==> src/rtl/sqrt_unit_if.sv <==
// ---------------------------------------------------------------------------
// sqrt_unit_if
//
// Request/response bundle for the square-root engine.
//
// Handshake semantics: a transfer happens on a rising clock edge where both
// valid and ready are high. Once valid is raised, the source holds valid and
// its payload unchanged until that edge. Ready may go up or down at any time
// and never depends combinationally on valid. This applies to both the
// request channel (in_*) and the result channel (out_*).
//
// Signals:
//   in_valid     request valid            (producer -> engine)
//   in_ready     engine can accept        (engine -> producer)
//   in_radicand  unsigned squared distance, IN_W bits
//   in_tag       caller tag, TAG_W bits
//   out_valid    result valid             (engine -> consumer)
//   out_ready    consumer accepts result  (consumer -> engine)
//   out_root     fixed-point root, OUT_W bits with FRAC_W fraction bits
//   out_exact    final remainder was zero
//   out_tag      tag captured with the request
//
// Modports:
//   master  the producer/consumer side (testbench or surrounding datapath)
//   slave   the engine
// ---------------------------------------------------------------------------
interface sqrt_unit_if #(
  parameter int IN_W   = 20,
  parameter int FRAC_W = 4,
  parameter int TAG_W  = 8
);
  localparam int OUT_W = (IN_W + 2 * FRAC_W) / 2;

  logic              in_valid;
  logic              in_ready;
  logic [IN_W-1:0]   in_radicand;
  logic [TAG_W-1:0]  in_tag;
  logic              out_valid;
  logic              out_ready;
  logic [OUT_W-1:0]  out_root;
  logic              out_exact;
  logic [TAG_W-1:0]  out_tag;

  modport master (
    output in_valid,
    output in_radicand,
    output in_tag,
    output out_ready,
    input  in_ready,
    input  out_valid,
    input  out_root,
    input  out_exact,
    input  out_tag
  );

  modport slave (
    input  in_valid,
    input  in_radicand,
    input  in_tag,
    input  out_ready,
    output in_ready,
    output out_valid,
    output out_root,
    output out_exact,
    output out_tag
  );
endinterface

==> src/rtl/sqrt_unit.sv <==
// ---------------------------------------------------------------------------
// sqrt_unit
//
// Handshaked fixed-point square-root engine for the heuristic path. The
// radicand is scaled by 2^(2*FRAC_W) and an OUT_W-bit root is produced one
// bit per cycle with a digit-by-digit recurrence. A caller tag rides along
// with each request so results can be matched to requests.
//
// Parameters:
//   IN_W    radicand width (even, >= 2)
//   FRAC_W  fraction bits in the result
//   TAG_W   passthrough tag width
//   Derived: RAD_W = IN_W + 2*FRAC_W, OUT_W = RAD_W/2
//
// Ports:
//   clk      rising-edge clock
//   rst      asynchronous, active-high reset
//   bus      sqrt_unit_if.slave (request and result channels)
//   state_o  current FSM state (0 IDLE, 1 CALC, 2 DONE) for debug/checkers
//
// Optional feature:
//   SQRT_ROUND_EN  when defined, out_root is rounded to nearest (saturating
//                  at all ones) instead of truncated. Rounding is purely
//                  combinational off the DONE registers.
//
// Timing: a request accepted at edge E raises out_valid after edge E+OUT_W.
// With out_ready held high a new request is accepted every OUT_W+2 cycles.
// ---------------------------------------------------------------------------
module sqrt_unit #(
  parameter int IN_W   = 20,
  parameter int FRAC_W = 4,
  parameter int TAG_W  = 8
) (
  input  logic         clk,
  input  logic         rst,
  sqrt_unit_if.slave   bus,
  output logic [1:0]   state_o
);

  localparam int RAD_W = IN_W + 2 * FRAC_W;
  localparam int OUT_W = RAD_W / 2;
  // Two extra bits: the partial remainder never exceeds 2*root, so after the
  // 2-bit left shift it still fits in OUT_W+2 bits.
  localparam int REM_W = OUT_W + 2;
  localparam int CNT_W = (OUT_W > 1) ? $clog2(OUT_W) : 1;

  typedef enum logic [1:0] {
    IDLE = 2'd0,
    CALC = 2'd1,
    DONE = 2'd2
  } state_t;

  state_t             state_q, state_d;
  logic [RAD_W-1:0]   rad_q,   rad_d;
  logic [OUT_W-1:0]   root_q,  root_d;
  logic [REM_W-1:0]   rem_q,   rem_d;
  logic [CNT_W-1:0]   cnt_q,   cnt_d;
  logic [TAG_W-1:0]   tag_q,   tag_d;

  // One step of the recurrence, evaluated every cycle and used in CALC.
  logic [REM_W-1:0]   rem_shift;
  logic [REM_W-1:0]   trial;
  logic               take;
  logic [OUT_W:0]     root_shift;

  logic [OUT_W-1:0]   root_out;

  // -------------------------------------------------------------------------
  // Recurrence datapath
  // -------------------------------------------------------------------------
  always_comb begin
    // Bring down the next two radicand bits into the partial remainder.
    rem_shift  = {rem_q[REM_W-3:0], rad_q[RAD_W-1 -: 2]};
    // Trial subtrahend is 4*root + 1; root has at most OUT_W-1 significant
    // bits before the last step, so this concatenation is lossless.
    trial      = {root_q, 2'b01};
    take       = (rem_shift >= trial);
    root_shift = {root_q, take};
  end

  // -------------------------------------------------------------------------
  // State register
  // -------------------------------------------------------------------------
  always_ff @(posedge clk or posedge rst) begin
    if (rst) begin
      state_q <= IDLE;
      rad_q   <= '0;
      root_q  <= '0;
      rem_q   <= '0;
      cnt_q   <= '0;
      tag_q   <= '0;
    end else begin
      state_q <= state_d;
      rad_q   <= rad_d;
      root_q  <= root_d;
      rem_q   <= rem_d;
      cnt_q   <= cnt_d;
      tag_q   <= tag_d;
    end
  end

  // -------------------------------------------------------------------------
  // Next-state and datapath control
  // -------------------------------------------------------------------------
  always_comb begin
    state_d = state_q;
    rad_d   = rad_q;
    root_d  = root_q;
    rem_d   = rem_q;
    cnt_d   = cnt_q;
    tag_d   = tag_q;

    unique case (state_q)
      IDLE: begin
        if (bus.in_valid) begin
          // Scale by 2^(2*FRAC_W) so the integer root carries FRAC_W
          // fraction bits.
          rad_d   = RAD_W'(bus.in_radicand) << (2 * FRAC_W);
          tag_d   = bus.in_tag;
          root_d  = '0;
          rem_d   = '0;
          cnt_d   = CNT_W'(OUT_W - 1);
          state_d = CALC;
        end
      end

      CALC: begin
        rad_d  = rad_q << 2;
        root_d = root_shift[OUT_W-1:0];
        if (take) begin
          rem_d = rem_shift - trial;
        end else begin
          rem_d = rem_shift;
        end
        if (cnt_q == '0) begin
          state_d = DONE;
        end else begin
          cnt_d = cnt_q - 1'b1;
        end
      end

      DONE: begin
        // Registers are left untouched here, which keeps the result stable
        // for as long as the consumer stalls.
        if (bus.out_ready) begin
          state_d = IDLE;
        end
      end

      default: begin
        state_d = IDLE;
      end
    endcase
  end

  // -------------------------------------------------------------------------
  // Result formatting
  // -------------------------------------------------------------------------
`ifdef SQRT_ROUND_EN
  // Round to nearest: x >= (q + 1/2)^2 reduces to r > q for integer r, q.
  // An all-ones root is left alone, which is the saturated value.
  always_comb begin
    root_out = root_q;
    if ((state_q == DONE) && (rem_q > {2'b00, root_q}) && (root_q != '1)) begin
      root_out = root_q + 1'b1;
    end
  end
`else
  assign root_out = root_q;
`endif

  // -------------------------------------------------------------------------
  // Outputs
  // -------------------------------------------------------------------------
  // in_ready is also forced low while rst is held, before the register has
  // had a chance to report IDLE.
  assign bus.in_ready  = (state_q == IDLE) && !rst;
  assign bus.out_valid = (state_q == DONE);
  assign bus.out_root  = root_out;
  assign bus.out_exact = (state_q == DONE) && (rem_q == '0);
  assign bus.out_tag   = tag_q;

  assign state_o = state_q;

endmodule

==> src/flat_wrapper.sv <==
// flat-port wrapper written by rule: the top's interface ports become plain ports
module sqrt_unit_flat 
#(
  parameter int IN_W   = 20,
  parameter int FRAC_W = 4,
  parameter int TAG_W  = 8
)
  (clk, rst, state_o, bus_in_valid, bus_in_radicand, bus_in_tag, bus_out_ready, bus_in_ready, bus_out_valid, bus_out_root, bus_out_exact, bus_out_tag);
  sqrt_unit_if #(.IN_W(IN_W), .FRAC_W(FRAC_W), .TAG_W(TAG_W)) bus_i ();
  input  logic clk;
  input  logic rst;
  output logic [1:0] state_o;
  input wire logic [$bits(bus_i.in_valid)-1:0] bus_in_valid;
  input wire logic [$bits(bus_i.in_radicand)-1:0] bus_in_radicand;
  input wire logic [$bits(bus_i.in_tag)-1:0] bus_in_tag;
  input wire logic [$bits(bus_i.out_ready)-1:0] bus_out_ready;
  output wire logic [$bits(bus_i.in_ready)-1:0] bus_in_ready;
  output wire logic [$bits(bus_i.out_valid)-1:0] bus_out_valid;
  output wire logic [$bits(bus_i.out_root)-1:0] bus_out_root;
  output wire logic [$bits(bus_i.out_exact)-1:0] bus_out_exact;
  output wire logic [$bits(bus_i.out_tag)-1:0] bus_out_tag;
  assign bus_i.in_valid = bus_in_valid;
  assign bus_i.in_radicand = bus_in_radicand;
  assign bus_i.in_tag = bus_in_tag;
  assign bus_i.out_ready = bus_out_ready;
  assign bus_in_ready = bus_i.in_ready;
  assign bus_out_valid = bus_i.out_valid;
  assign bus_out_root = bus_i.out_root;
  assign bus_out_exact = bus_i.out_exact;
  assign bus_out_tag = bus_i.out_tag;
  sqrt_unit #(.IN_W(IN_W), .FRAC_W(FRAC_W), .TAG_W(TAG_W)) u_core (.clk(clk), .rst(rst), .bus(bus_i), .state_o(state_o));
endmodule
==> config.mk <==
export PLATFORM = sky130hd
export DESIGN_NAME = sqrt_unit_flat
export DESIGN_NICKNAME = d
export VERILOG_FILES = /design/src/rtl/sqrt_unit_if.sv /design/src/rtl/sqrt_unit.sv /design/src/flat_wrapper.sv
export SDC_FILE = /design/constraint.sdc
export NUM_CORES = 1
export LEC_CHECK = 0
export ABC_AREA = 1
export ABC_CLOCK_PERIOD_IN_PS = 5440
export CAP_MARGIN = 20
export CELL_PAD_IN_SITES_DETAIL_PLACEMENT = 1
export CELL_PAD_IN_SITES_GLOBAL_PLACEMENT = 2
export CORE_ASPECT_RATIO = 0.6
export CORE_MARGIN = 3
export CORE_UTILIZATION = 33
export DETAILED_ROUTE_END_ITERATION = 10
export PLACE_DENSITY_LB_ADDON = 0.1
export SETUP_SLACK_MARGIN = 0.3
export SYNTH_ARGS = -nofsm -noshare
export SYNTH_HDL_FRONTEND = slang
export SYNTH_SLANG_ARGS = --single-unit
export TNS_END_PERCENT = 1
==> constraint.sdc <==
create_clock -name clk -period 5.44 [get_ports clk]
set_input_delay 0.816 -clock clk [delete_from_list [all_inputs] [get_ports clk]]
set_output_delay 0.816 -clock clk [all_outputs]
set_load 0.03 [all_outputs]
==> impl_metrics.env <==
export IMPL_crit_path_start_kind="flop"
export IMPL_reg2reg_depth=6
export IMPL_netlist_cell_type_count=33
export IMPL_wl_per_cell_microns=16.69
export IMPL_hold_buffers=0
export IMPL_hpwlAfterDp_microns=9372
export IMPL_min_path_type="flop to flop"
export IMPL_root_buffer="clkbuf_16"
export IMPL_drt_wl_total_microns=12270
export IMPL_drtAntennaViolNets=0
export IMPL_post_route_min_period_ns=3.399
export IMPL_cts_setup_buffers=0
export IMPL_cts_max_level=3
export IMPL_drv_cap=0
export IMPL_die_area_sq_mm=0.01309
export IMPL_worstHoldEndpoint="u_core.rad_q[13]$_DFFE_PP0P_"
export IMPL_clock_skew_ns=0.005067
export IMPL_syn_avg_cell_area_sq_um=7.390
export IMPL_start_util=0.3515
export IMPL_crit_required_ns=4.62
export IMPL_finalSetupViolations=0
export IMPL_setup_worst_path_end_class="primary output"
export IMPL_fin_area_sq_mm=0.004855
export IMPL_synth_nets=572
export IMPL_syn_instance_count=523
export IMPL_rows=29
export IMPL_fp_dieH_microns=89.83
export IMPL_core_area_sq_mm=0.01099
export IMPL_grt_usage=0.1891
export IMPL_r2r_start="u_core.state_o[1]$_DFFE_PP0P_"
export IMPL_drive_above_1_share=0.06897
export IMPL_cp_arrival_ns=2.58
export IMPL_slew_viol_final=0
export IMPL_worst_pin_slew_ns=0.7407
export IMPL_layout_common_cells="nand2_1, nand3_1, inv_1, dfrtp_1, clkdlybuf4s50_1"
export IMPL_die_x_microns=145.7
export IMPL_antenna_cells=0
export IMPL_mappedNetlistArea_sq_mm=0.003865
export IMPL_hold_path_cell_count=2
export IMPL_grt_max_degree=57
export IMPL_cts_tree="yes"
export IMPL_cts_resized_gates=0
export IMPL_cts_sinks=64
export IMPL_yosys_area_top_type="dfrtp_1"
export IMPL_path_max_fanout=4
export IMPL_areaGrowthSynthToFinish_pct=25.61
export IMPL_final_cells=735
export IMPL_gr_total_overflow=0
export IMPL_fin_nets=627
export IMPL_insertion_delay_ns=0.32
export IMPL_seq_area_sq_mm=0.001602
export IMPL_hold_viol=0
export IMPL_yosys_warnings=0
export IMPL_r2r_slack_ns=2.87
export IMPL_dr_pass1_iters=4
export IMPL_synth_top_area_frac=0.4144
export IMPL_r2r_end="u_core.rad_q[9]$_DFFE_PP0P_"
export IMPL_grt_pass1_wl_microns=19820
export IMPL_cts_buffers=9
export IMPL_io_buffers=58
export IMPL_drt_initial_drc_count=172
export IMPL_num_io_pins=59
export IMPL_grt_pass1_vias=3614
export IMPL_avgViaCountPerCell=4.884
export IMPL_tns_ns=0
export IMPL_fin_crit_sh=0.6248
export IMPL_drcViolationCount=0
export IMPL_antenna_found_initial=0
export IMPL_synth_area_leaders="dfrtp_1, nand2_1, nand3_1, inv_1, ha_1"
export IMPL_nFillCells=1372
export IMPL_multiInputGateArea_sq_mm=0.001898
export IMPL_ys_seq_elements=64
export IMPL_gp_congestion=0.8202
export IMPL_clock_path_buffers=2
export IMPL_clk_pin_slew_ns=0.05
export IMPL_critPathKind="flop to primary output"
export IMPL_rsz0062_at_grt="no"
export IMPL_status="finished clean"
export IMPL_dp_cells=722
export IMPL_layout_commonest_cell="nand2_1"
export IMPL_ys_seq_area_frac=0.4144
export IMPL_vias=3590
export IMPL_hp_start="u_core.rad_q[13]$_DFFE_PP0P_"
export IMPL_slew_headroom=0.5017
export IMPL_timing_fmax_mhz=294.2
export IMPL_place_area_sq_mm=0.004578
## cells in the mapped netlist
cell / number
ha_1: 17
a21oi_2: 2
buf_2: 9
a21oi_1: 8
buf_6: 1
nand3_1: 77
nor2_4: 2
nand4_1: 5
nor3_2: 1
mux2_2: 8
xnor2_1: 6
nor2_1: 16
clkinv_1: 1
o211ai_1: 3
and2_1: 3
a32o_1: 2
inv_2: 3
xor2_1: 1
nand2_1: 179
nor4_1: 2
nand2_2: 7
o2bb2ai_1: 1
buf_4: 1
o221ai_1: 1
nand3b_1: 2
inv_1: 71
o22ai_1: 13
o21ai_0: 5
clkbuf_1: 6
nand2_4: 1
o21ai_1: 3
nor3_1: 2
dfrtp_1: 64
## cells by family (layout without fill, tap and decap cells)
logic type / Yosys count / in the layout / share of synthesized area
AOI/OAI and AO/OA: 38 / 38 / 0.06183
xor gates and xnor gates: 7 / 7 / 0.01586
adders and majority gates: 17 / 17 / 0.05503
buffers and inverters: 92 / 149 / 0.09518
DFF: 64 / 64 / 0.4144
muxes: 8 / 8 / 0.02331
and+or+nand+nor: 297 / 297 / 0.3344
## critical path: stages, from the launching register on
cell and delay, ns:
dfrtp_1 0.43, nor4_1 0.67, nand2_1 0.12, nor4_1 0.30, clkdlybuf4s50_1 0.74
## routing by layer
metal,global-route usage,part of all wire
met1,0.3061,0.55
met2,0.2567,0.40
met3,0.03568,0.042
met4,0.03791,0.0086
met5,0,0
## state kept, by name, summed over array words and instances, names as in the netlist
register,flops
u_core.bus.out_tag,8
u_core.rem_q,16
u_core.cnt_q,4
u_core.rad_q,20
u_core.bus.out_root,14
u_core.state_o,2
## through the flow
step | hold WS, ns | worst slack, ns | util
6_report | 0.4810 | 2.041 | 0.4416
5_1_grt | 0.5117 | 1.937 | 0.4416
4_1_cts | 0.4835 | 2.044 | 0.4416
3_5_place_dp | 0.4705 | 1.828 | 0.4164
3_3_place_gp | 0.4663 | 1.950 | 0.4164
2_1_floorplan | 0.4492 | 2.743 | -
## worst max path at each step
stage                                             start                           to  slack (ns)
final                       u_core.rem_q[0]$_DFFE_PP0P_                bus_out_exact        2.04
after global placement                     bus_in_valid  u_core.rad_q[8]$_DFFE_PP0P_        1.95
after detailed placement                   bus_in_valid  u_core.rad_q[9]$_DFFE_PP0P_        1.83
after floorplan           u_core.state_o[0]$_DFFE_PP0P_                bus_out_exact        2.74
after global routing        u_core.rem_q[0]$_DFFE_PP0P_                bus_out_exact        1.94
after CTS                   u_core.rem_q[0]$_DFFE_PP0P_                bus_out_exact        2.04
## layout make-up
class,count,area share
Clock inverter,1,0.006186
Timing Repair Buffer,61,0.1242
Inverter,75,0.05799
Multi-Input combinational cell,367,0.3910
Tap cell,155,0.03995
Sequential cell,64,0.3299
Clock buffer,12,0.05077
Power is left out: the tool's default activity adds up to more than one toggle a clock period on the data nets, which glitch-free logic cannot reach.
==> variant (config.mk and constraints unchanged) <==
`tag_q` no longer has a reset.
--- a/src/rtl/sqrt_unit.sv
+++ b/src/rtl/sqrt_unit.sv
@@ -90,3 +90,2 @@
       cnt_q   <= '0;
-      tag_q   <= '0;
     end else begin
@@ -97,4 +96,7 @@
       cnt_q   <= cnt_d;
-      tag_q   <= tag_d;
     end
+  end
+
+  always_ff @(posedge clk) begin
+    tag_q <= tag_d;
   end
Check against the original RTL: not equivalent (a bounded check fails within 4 cycles, from zero or initial values and one cycle with rst high).
==> variant against the unedited design <==
Critical path depth unchanged. Final area up 1.0%. Sequential cell count unchanged. Count of clock-buffer cells in the layout grew 1. Final cell count did not move. Sequential share of layout area up 0.48 points. Highest routed layer unchanged. Wire length shrank 1.0%. Maximum frequency is 8.3% higher. Setup slack better by 0.26 ns. Global-route usage increased by 0.41 points. Synthesized area grew 0.36%.
Power is not shown: default switching activity piles up to over one toggle a cycle in this logic, so the estimate is an artifact.
==> variant: results (changes against the unedited design) <==
stage,metric,value,unit,change
worst_setup_path,FF-to-FF setup slack,2.84,ns,-0.03 ns
logic_synthesis,mux contribution to synthesized area,0,%,-2.3 points
sta,Final Skew,0.00693,ns,+0.00186 ns
worst_setup_path,Worst R2R Start,u_core.bus.out_root[8],,
min_path,hold path endpoint,u_core.rad_q[9],,
place,# placed instances,719,,-0.42%
global_routing,met3 usage,3.72,%,+0.15 points
place,RD Place Congestion,0.813,,-0.89%
worst_setup_path,RR Endpoint,u_core.rem_q[15],,
logic_synthesis,adder-cell area share of the yosys netlist,5.48,%,-0.020 points
drt,met3 wire len,411,µm,-21%
logic_synthesis,cell count after synthesis,519,,-0.76%
drt,met1 WL,6520,µm,-3.6%
logic_synthesis,sequential-to-total area share from yosys stat,42.3,%,+0.89 points
finish,number of flip-flops in the largest register,20,,unchanged
sta,final worst-path cycle share,57.7,%,-4.8 points
global_routing,GR Util met2,28.2,%,+2.5 points
logic_synthesis,Synth Area in Compound Gates,10.5,%,+4.4 points
logic_synthesis,post-synth net total,568,,-0.70%
clock_tree,Clock transition at path regs,0.05,ns,about the same
worst_setup_path,critical path arrival,2.32,ns,-0.26 ns
global_routing,vias in the first global route,3744,,+3.6%
drt,DR WL/cell,16.5,µm,-1.0%
logic_synthesis,Synth async-reset ratio,87.5,%,-13 points
drt,metal2 WL,5150,µm,+5.4%
drt,First DRT Iteration DRCs,178,,+3.5%
global_routing,initial antenna violation count,0,,unchanged
logic_synthesis,synth cell count leaders,"159 x nand2_1, 76 x inv_1, 56 x dfrtp_1",,
place,HPWL after detailed placement,9340,µm,-0.36%
finish,antenna diode count,0,,unchanged
global_routing,GR Layer Usage met1,29.8,%,-0.80 points
drt,vias per cell,4.88,,-0.17%
worst_setup_path,R2R depth,12,,+6
finish,layout cell share with drive strength beyond 1,7.41,%,+0.52 points
sta,Worst-Margin Slew,0.735,ns,-0.00561 ns
worst_setup_path,Worst Setup SP,u_core.state_o[0],,
finish,nets,624,,-0.48%
logic_synthesis,xor/xnor share of the synthesized area,1.81,%,+0.22 points
logic_synthesis,synth top area cells,"dfrtp_1 36%, nand2_1 15%, inv_1 7.4%",,
global_routing,GRT Total Usage,19.3,%,+0.41 points
place,pre-CTS setup slack,2.21,ns,+0.382 ns
logic_synthesis,Syn. warnings,0,,unchanged
min_path,HP Start,u_core.rad_q[9],,
outcome,status,completed,,
global_routing,global-route wire length before repair,20400,µm,+2.8%
worst_setup_path,CP max FO,5,,+1
logic_synthesis,Post-synth EDFFs,8,,+8
## variant: cell count changes after synthesis, moves of 4 or more
cell,before,now
mux2_2,8,0
dfrtp_1,64,56
nand3_1,77,37
o21ai_0,5,32
nand3_2,0,7
edfxtp_1,0,8
nor2_1,16,33
inv_1,71,76
nand2_1,179,159
a21oi_1,8,23
buf_2,9,5
## variant: worst max-delay path: stages (launching register included)
cell	delay, ns
dfrtp_1	0.45
nor2_1	0.25
nand4_1	0.21
nor4_1	0.34
clkdlybuf4s50_1	0.75
## variant: cell type report
cell class                      instances  area (µm²)
Fill cell                            1364        6090
Inverter                               81         304
Sequential cell                        64        1640
Clock buffer                           13         260
Timing Repair Buffer                   60         596
Tap cell                              155         194
Clock inverter                          3        65.1
Multi-Input combinational cell        359        1840
## variant: metrics by stage
step | cell area, µm² | hold WS [ns]
2_1_floorplan | 3880 | 0.442
3_3_place_gp | 4580 | 0.462
3_5_place_dp | 4580 | 0.478
4_1_cts | 4900 | 0.501
5_1_grt | 4900 | 0.538
6_report | 4900 | 0.500
